`config.mk`:
```
export PLATFORM = sky130hd
export DESIGN_NAME = bo_soma_regressiva
export DESIGN_NICKNAME = d
export VERILOG_FILES = /design/src/rtl/bo_soma_regressiva.sv
export SDC_FILE = /design/constraint.sdc
export NUM_CORES = 1
export LEC_CHECK = 0
export BUFFER_PORTS_ARGS = -buffer_cell sky130_fd_sc_hd__buf_2
export CAP_MARGIN = 10
export CORE_MARGIN = 10
export CORE_UTILIZATION = 40
export DETAILED_ROUTE_END_ITERATION = 6
export GPL_TIMING_DRIVEN = 0
export PLACE_DENSITY = 0.69
export RECOVER_POWER = 25
export SLEW_MARGIN = 20
export SYNTH_ARGS = -nofsm -noshare
export SYNTH_HDL_FRONTEND = slang
export SYNTH_SLANG_ARGS = --single-unit
```
`constraint.sdc`:
```
create_clock -name clk -period 2.8 [get_ports clk]
set_input_delay 0 -clock clk [delete_from_list [all_inputs] [get_ports clk]]
set_output_delay 0 -clock clk [all_outputs]
set_load 0.05 [all_outputs]
```
`src/rtl/bo_soma_regressiva.sv`:
```
// Datapath for the countdown summation (soma regressiva).
// A down-counter is loaded with N and decremented by the control block while
// an accumulator adds each counter value. This gives result = N + (N-1) + ... + 1.
// When the control block reports completion, the finished sum is published.
module bo_soma_regressiva #(
    parameter int WIDTH     = 8,
    parameter int ACC_WIDTH = 16
) (
    input  logic                 clk,
    input  logic                 rst,
    input  logic [WIDTH-1:0]     n_in,
    input  logic                 set,
    input  logic                 rac,
    input  logic                 cac,
    input  logic                 dec,
    input  logic                 pronto,
    output logic                 zero,
    output logic [ACC_WIDTH-1:0] result,
    output logic                 result_valid,
    output logic                 err
);

    logic [WIDTH-1:0]     cnt;
    logic [ACC_WIDTH-1:0] acc;
    logic                 busy;
    logic [ACC_WIDTH-1:0] cnt_ext;

    assign cnt_ext = {{(ACC_WIDTH-WIDTH){1'b0}}, cnt};

    // Status for the control block comes straight from the registered count.
    assign zero = (cnt == '0);

    // Down-counter: load wins over decrement, and the count saturates at zero.
    always_ff @(posedge clk) begin
        if (rst) begin
            cnt <= '0;
        end else if (set) begin
            cnt <= n_in;
        end else if (dec && (cnt != '0)) begin
            cnt <= cnt - 1'b1;
        end
    end

    // Accumulator: clear wins over accumulate, and the pre-edge count is added.
    always_ff @(posedge clk) begin
        if (rst) begin
            acc <= '0;
        end else if (rac) begin
            acc <= '0;
        end else if (cac) begin
            acc <= acc + cnt_ext;
        end
    end

    // Run tracking: any accumulate marks a live run, and completion ends it.
    // If both happen in the same cycle, completion wins so no run stays open.
    always_ff @(posedge clk) begin
        if (rst) begin
            busy <= 1'b0;
        end else if (pronto) begin
            busy <= 1'b0;
        end else if (cac) begin
            busy <= 1'b1;
        end
    end

    // Publish the sum only for runs that actually accumulated something.
    always_ff @(posedge clk) begin
        if (rst) begin
            result       <= '0;
            result_valid <= 1'b0;
        end else if (pronto && busy) begin
            result       <= acc;
            result_valid <= 1'b1;
        end else begin
            result_valid <= 1'b0;
        end
    end

    // Sticky protocol error: decrementing past zero or loading while accumulating.
    always_ff @(posedge clk) begin
        if (rst) begin
            err <= 1'b0;
        end else if ((dec && !set && (cnt == '0)) || (set && cac)) begin
            err <= 1'b1;
        end
    end

endmodule

```
# After elaboration in Yosys (flattened, before gate mapping)
# Cells that the tools add are included.
totals:
  ff_bits: 43
  inputBits: 15
  output_inout_bits: 19
  wordCells: 23
op_classes:
  add_sub_neg: 2
  n_mux: 3
  reduce_logical: 12
op_table:
  columns: ["operator", "n"]
  rows:
  - ["adder 16 x 8 -> 16 bit", 1]
  - ["2-to-1 mux 8 bit", 2]
  - ["zero test 8 bit", 1]
  - ["nonzero test 8 bit", 1]
  - ["subtractor 8 x 1 -> 8 bit (second input constant)", 1]
  - ["logical AND 1 bit", 5]
  - ["OR reduction 2 bit", 2]
  - ["nonzero test 2 bit", 1]
  - ["zero test 1 bit", 1]
  - ["logical OR 1 bit", 1]
  - ["2-to-1 mux 1 bit", 1]

# Longest topological paths before layout
depth:
  ltp_word: 4
  depth_mapped: 7

# Worst setup path before layout
# No wires, ideal clock.
synth_path:
  path_kind: "reg2reg"
  from: "register cnt[1]"
  to: "register cnt[7]"
  setup_time_ns: 0.134
  t_arrival_ns: 2.248
  required_ns: 2.666
  setup_slack_ns: 0.418
  path_stages_with_launch: 8
  path_buffers: 0
  path_cell_list: "dfxtp_1 > inv_1 > ha_1 > or3b_2 > nor3_2 > or4_4 > xor2_1 > a21oi_1"
synth_via:
  elab_chain_cells: 3
  word_cells_on_any_way: 6
  classes_between: "add/sub (1); mux (2); reduce/logical (3)"
synth_lines:
  columns: ["item", "line", "source"]
  rows:
  - ["start: declaration", "23", "logic [WIDTH-1:0] cnt;"]
  - ["start signal: assignment", "38", "cnt <= n_in;"]
  - ["start signal: assignment", "40", "cnt <= cnt - 1'b1;"]
  - ["subtractor 8 x 1 -> 8 bit / nonzero test 8 bit (equally long branches)", "40, 39", null]
  - ["2-to-1 mux 8 bit / logical AND 1 bit (equally long branches)", "39", "end else if (dec && (cnt != '0)) begin"]
  - ["2-to-1 mux 8 bit / nonzero test 2 bit (equally long branches)", null, null]
# Several ways; a longest one is shown, not always the timed one. The select of a mux whose other input is x is not followed.
# A chain may end at the register's enable or synchronous reset.

# Worst setup path after layout
layout_path:
  from: "register cnt[1]"
  to: "register cnt[3]"
# Same word-level chain as after synthesis.

==> results.md <==
* Status: finished clean
* Final worst-path cycle share at 90.6%
* Ys flop type: dfxtp_1
* Post-DR wirelength/cell at ~13 um
* Unrepaired setup endpoints after global routing: false
* Post-synth EDFFs at 0
* Clock Sinks at 43
* Post-Syn Area per Cell at 8.46 um^2
* Mapped Cells at about 240
* Mux share of post-synthesis cell area at 1.96%
* Slew HR at 59.6%
* Port Buffers at 33
* Postcts setup bufs at 0
* DIE WIDTH at 91.4 um
* I/O pin count at 34
* Residual DRC count at 0
* Worst Path Arrival at 2780 ps
* Layout cell share with drive strength beyond 1 at 11.2%
* Total number of yosys warnings at 0
* Setup-failing EPs final at 0
* Max Cap Viol at 0
* Initial antenna violation count at 0
* P_leak at between 0.9 and 1 nW
* HPWL after DPL at 3.54 mm
* Starting density of the core at 42.3%
* Cell Rows at 25
* Die area at 8350 um^2
* GRT Total Usage at between 10% and 20%
* Fillers at 493
* Pre-Repair DR Iteration Count at 4
* CP Launch Type: flop
* Largest family of logic cells by synthesized area: compound AO/OA/AOI/OAI gates
* Seq/Total Area, Yosys at 42.2%
* PnR Total Power at 0.00131 W
* Routability cong. at between 0.8 and 0.9
* Worst Tran Pin Value at 608 ps
* Detailed Route Iter0 Violations at 58
* Fin Clk Skew at approximately 8.8 ps
* Most frequent cell after synthesis: nand2_1
* Final setup margin at 262 ps
* Core ar. at 4820 um^2
* Post-Synth Simple-Gate Area at between 10% and 20%
* Syn nets at 267
* Power Density at 523 nW/um^2
* PostCTS Resize Cnt at 0
* Minimum clock period at 2540 ps
* CTS Buf Count at 5
* Congestion Overflow GR at 0
* Hold Crit Class: input pin to flop
* Vias per Instance at 5.08
* Nets at 320
* Area grow syn2layout at 23.2%
* CTS tree: built
* Post-synth top area cell: dfxtp_1
* Drt total wl at between 4 and 5 mm
* Setup TNS at 0 ps
* Worst Setup End Kind: flop
* CTS Hold Bufs at 13
* Yosys top cell area share at a little over two fifths
* Root buf cell: clkbuf_8
* End-of-flow core utilization at a little over half
* Vias post-DR at 1839
* CP max FO at 6
* Bufs on Longest Clock Path at 2
* Adder-Cell Fraction of Synth Area at 7.12%
* FMAX at 394 MHz
* Distinct cell type count after synthesis at 39
* Synth Area in Compound Gates at approximately a fifth
* Req. time, crit path at 3040 ps
* Post-synth top cells: 46 x nand2_1, 43 x dfxtp_1, 33 x a21oi_1
* Post-Synth XOR/XNOR Area at 5.58%
* Global-route wire length before repair at around 8.6 mm
* Synth area leaders: dfxtp_1 42%, nand2_1 8.5%, a21oi_1 8.1%, ha_1 6.1%, xnor2_1 3.9%
* Final hold slack at 24.2 ps
* N_diodes at 0
* Yosys reg bits at 43
* Antenna-violating nets left at 0
* Vias in the first global route at 1811
* Maximum vdd drop at between 0.2 and 0.3 mV
* Later-pin clock latency in the skew report at about 300 ps
* Pre-CTS setup slack at 690 ps
* Clock transition at the registers of the reported paths at 80 ps
* Largest net degree at the start of global routing at 15
* H-tree levels at 2
* Final Hold Viols at 0
* Critical path class: flop to flop
* Die Ht at 91.4 um
* Final Max Tran Viols at 0
* Async SR Flop Fraction at 0%
* Mapped Area at 2040 um^2
-- final timing paths --
kind / from / end / slack [ps] / cells past startpoint
worst max-delay path: cnt[1]$_SDFFE_PP0P_ / cnt[3]$_SDFFE_PP0P_ / 260 / 7
worst min-delay path: dec / err$_SDFFE_PP0P_ / 20 / 3
worst max register to register: cnt[1]$_SDFFE_PP0P_ / cnt[3]$_SDFFE_PP0P_ / 260 / 7
worst min register to register: result[6]$_SDFFE_PP0P_ / result[6]$_SDFFE_PP0P_ / 460 / 2
-- worst max-delay path, cell delays in order (launching register included) --
cell and delay, ps:
dfxtp_1 360, inv_1 110, ha_1 150, or3b_2 490, nor3_2 310, o21ai_0 150, a221oi_1 300, dlygate4sd3_1 610
-- placed cells by master (no fill, tap or decap), types with 2 or more instances in the layout --
cell type | netlist | final
inv_1 | 5 | 5
dfxtp_1 | 43 | 43
o211ai_1 | 2 | 2
dlygate4sd3_1 | 0 | 13
mux2i_1 | 4 | 4
ha_1 | 10 | 10
a211oi_1 | 9 | 9
clkbuf_8 | 0 | 5
o21a_1 | 2 | 2
nor2_1 | 17 | 17
nand3b_1 | 5 | 5
o21ai_0 | 11 | 11
xnor2_1 | 9 | 9
buf_2 | 1 | 19
a21oi_1 | 33 | 33
xor2_1 | 4 | 4
and3_1 | 3 | 3
clkbuf_1 | 8 | 23
or3_1 | 4 | 4
nand2_1 | 46 | 46
o31ai_1 | 4 | 4
a21o_1 | 2 | 2
-- cell type report --
class	count	area (um^2)	area share, %
flip-flops and latches	43	861	34.3
repair buffers	46	277	11.0
plain buffers	10	38.8	1.54
well taps	67	83.8	3.34
inverters	5	18.8	0.747
clock inverters	3	43.8	1.74
multi-input cells	183	1120	44.6
clock buffers	5	68.8	2.74
-- layer usage --
metal	part of all wire (%)	track usage (%)	vias to the layer above
met5	0	0	-
li1	-	-	958
met3	5.0	4.12	4
met4	0.77	3.92	0
met2	49	20.5	32
met1	46	14.3	845
-- sequential cells by signal (all words and copies together), names as in the netlist --
| register | cells |
|---|---|
| acc | 16 |
| result | 16 |
| cnt | 8 |
| busy | 1 |
| err | 1 |
| result_valid | 1 |
-- through the flow --
| step | area (um^2) | instances |
|---|---|---|
| final | 2510 | 362 |
| after detailed placement | 2290 | 341 |
| after global routing | 2510 | 362 |
| after CTS | 2530 | 362 |
| after global placement | 2290 | 341 |
| after floorplan | 2040 | 241 |
-- cell families (layout without fill, tap and decap cells) --
logic type,count (synthesis),count (layout)
buffers and inverters,15,69
muxes,4,4
adders and majority gates,11,11
and+or+nand+nor,85,85
AOI/OAI and AO/OA,70,70
DFF,43,43
xor gates and xnor gates,13,13
-- power breakdown --
group / switching [W] / total [W] / internal [W]
clock: 0.000224 / 0.000490 / 0.000266
combinational: 0.000102 / 0.000178 / 0.0000760
sequential: 0.0000185 / 0.000646 / 0.000628
No activity file was read; power rests on OpenSTA's default activity.
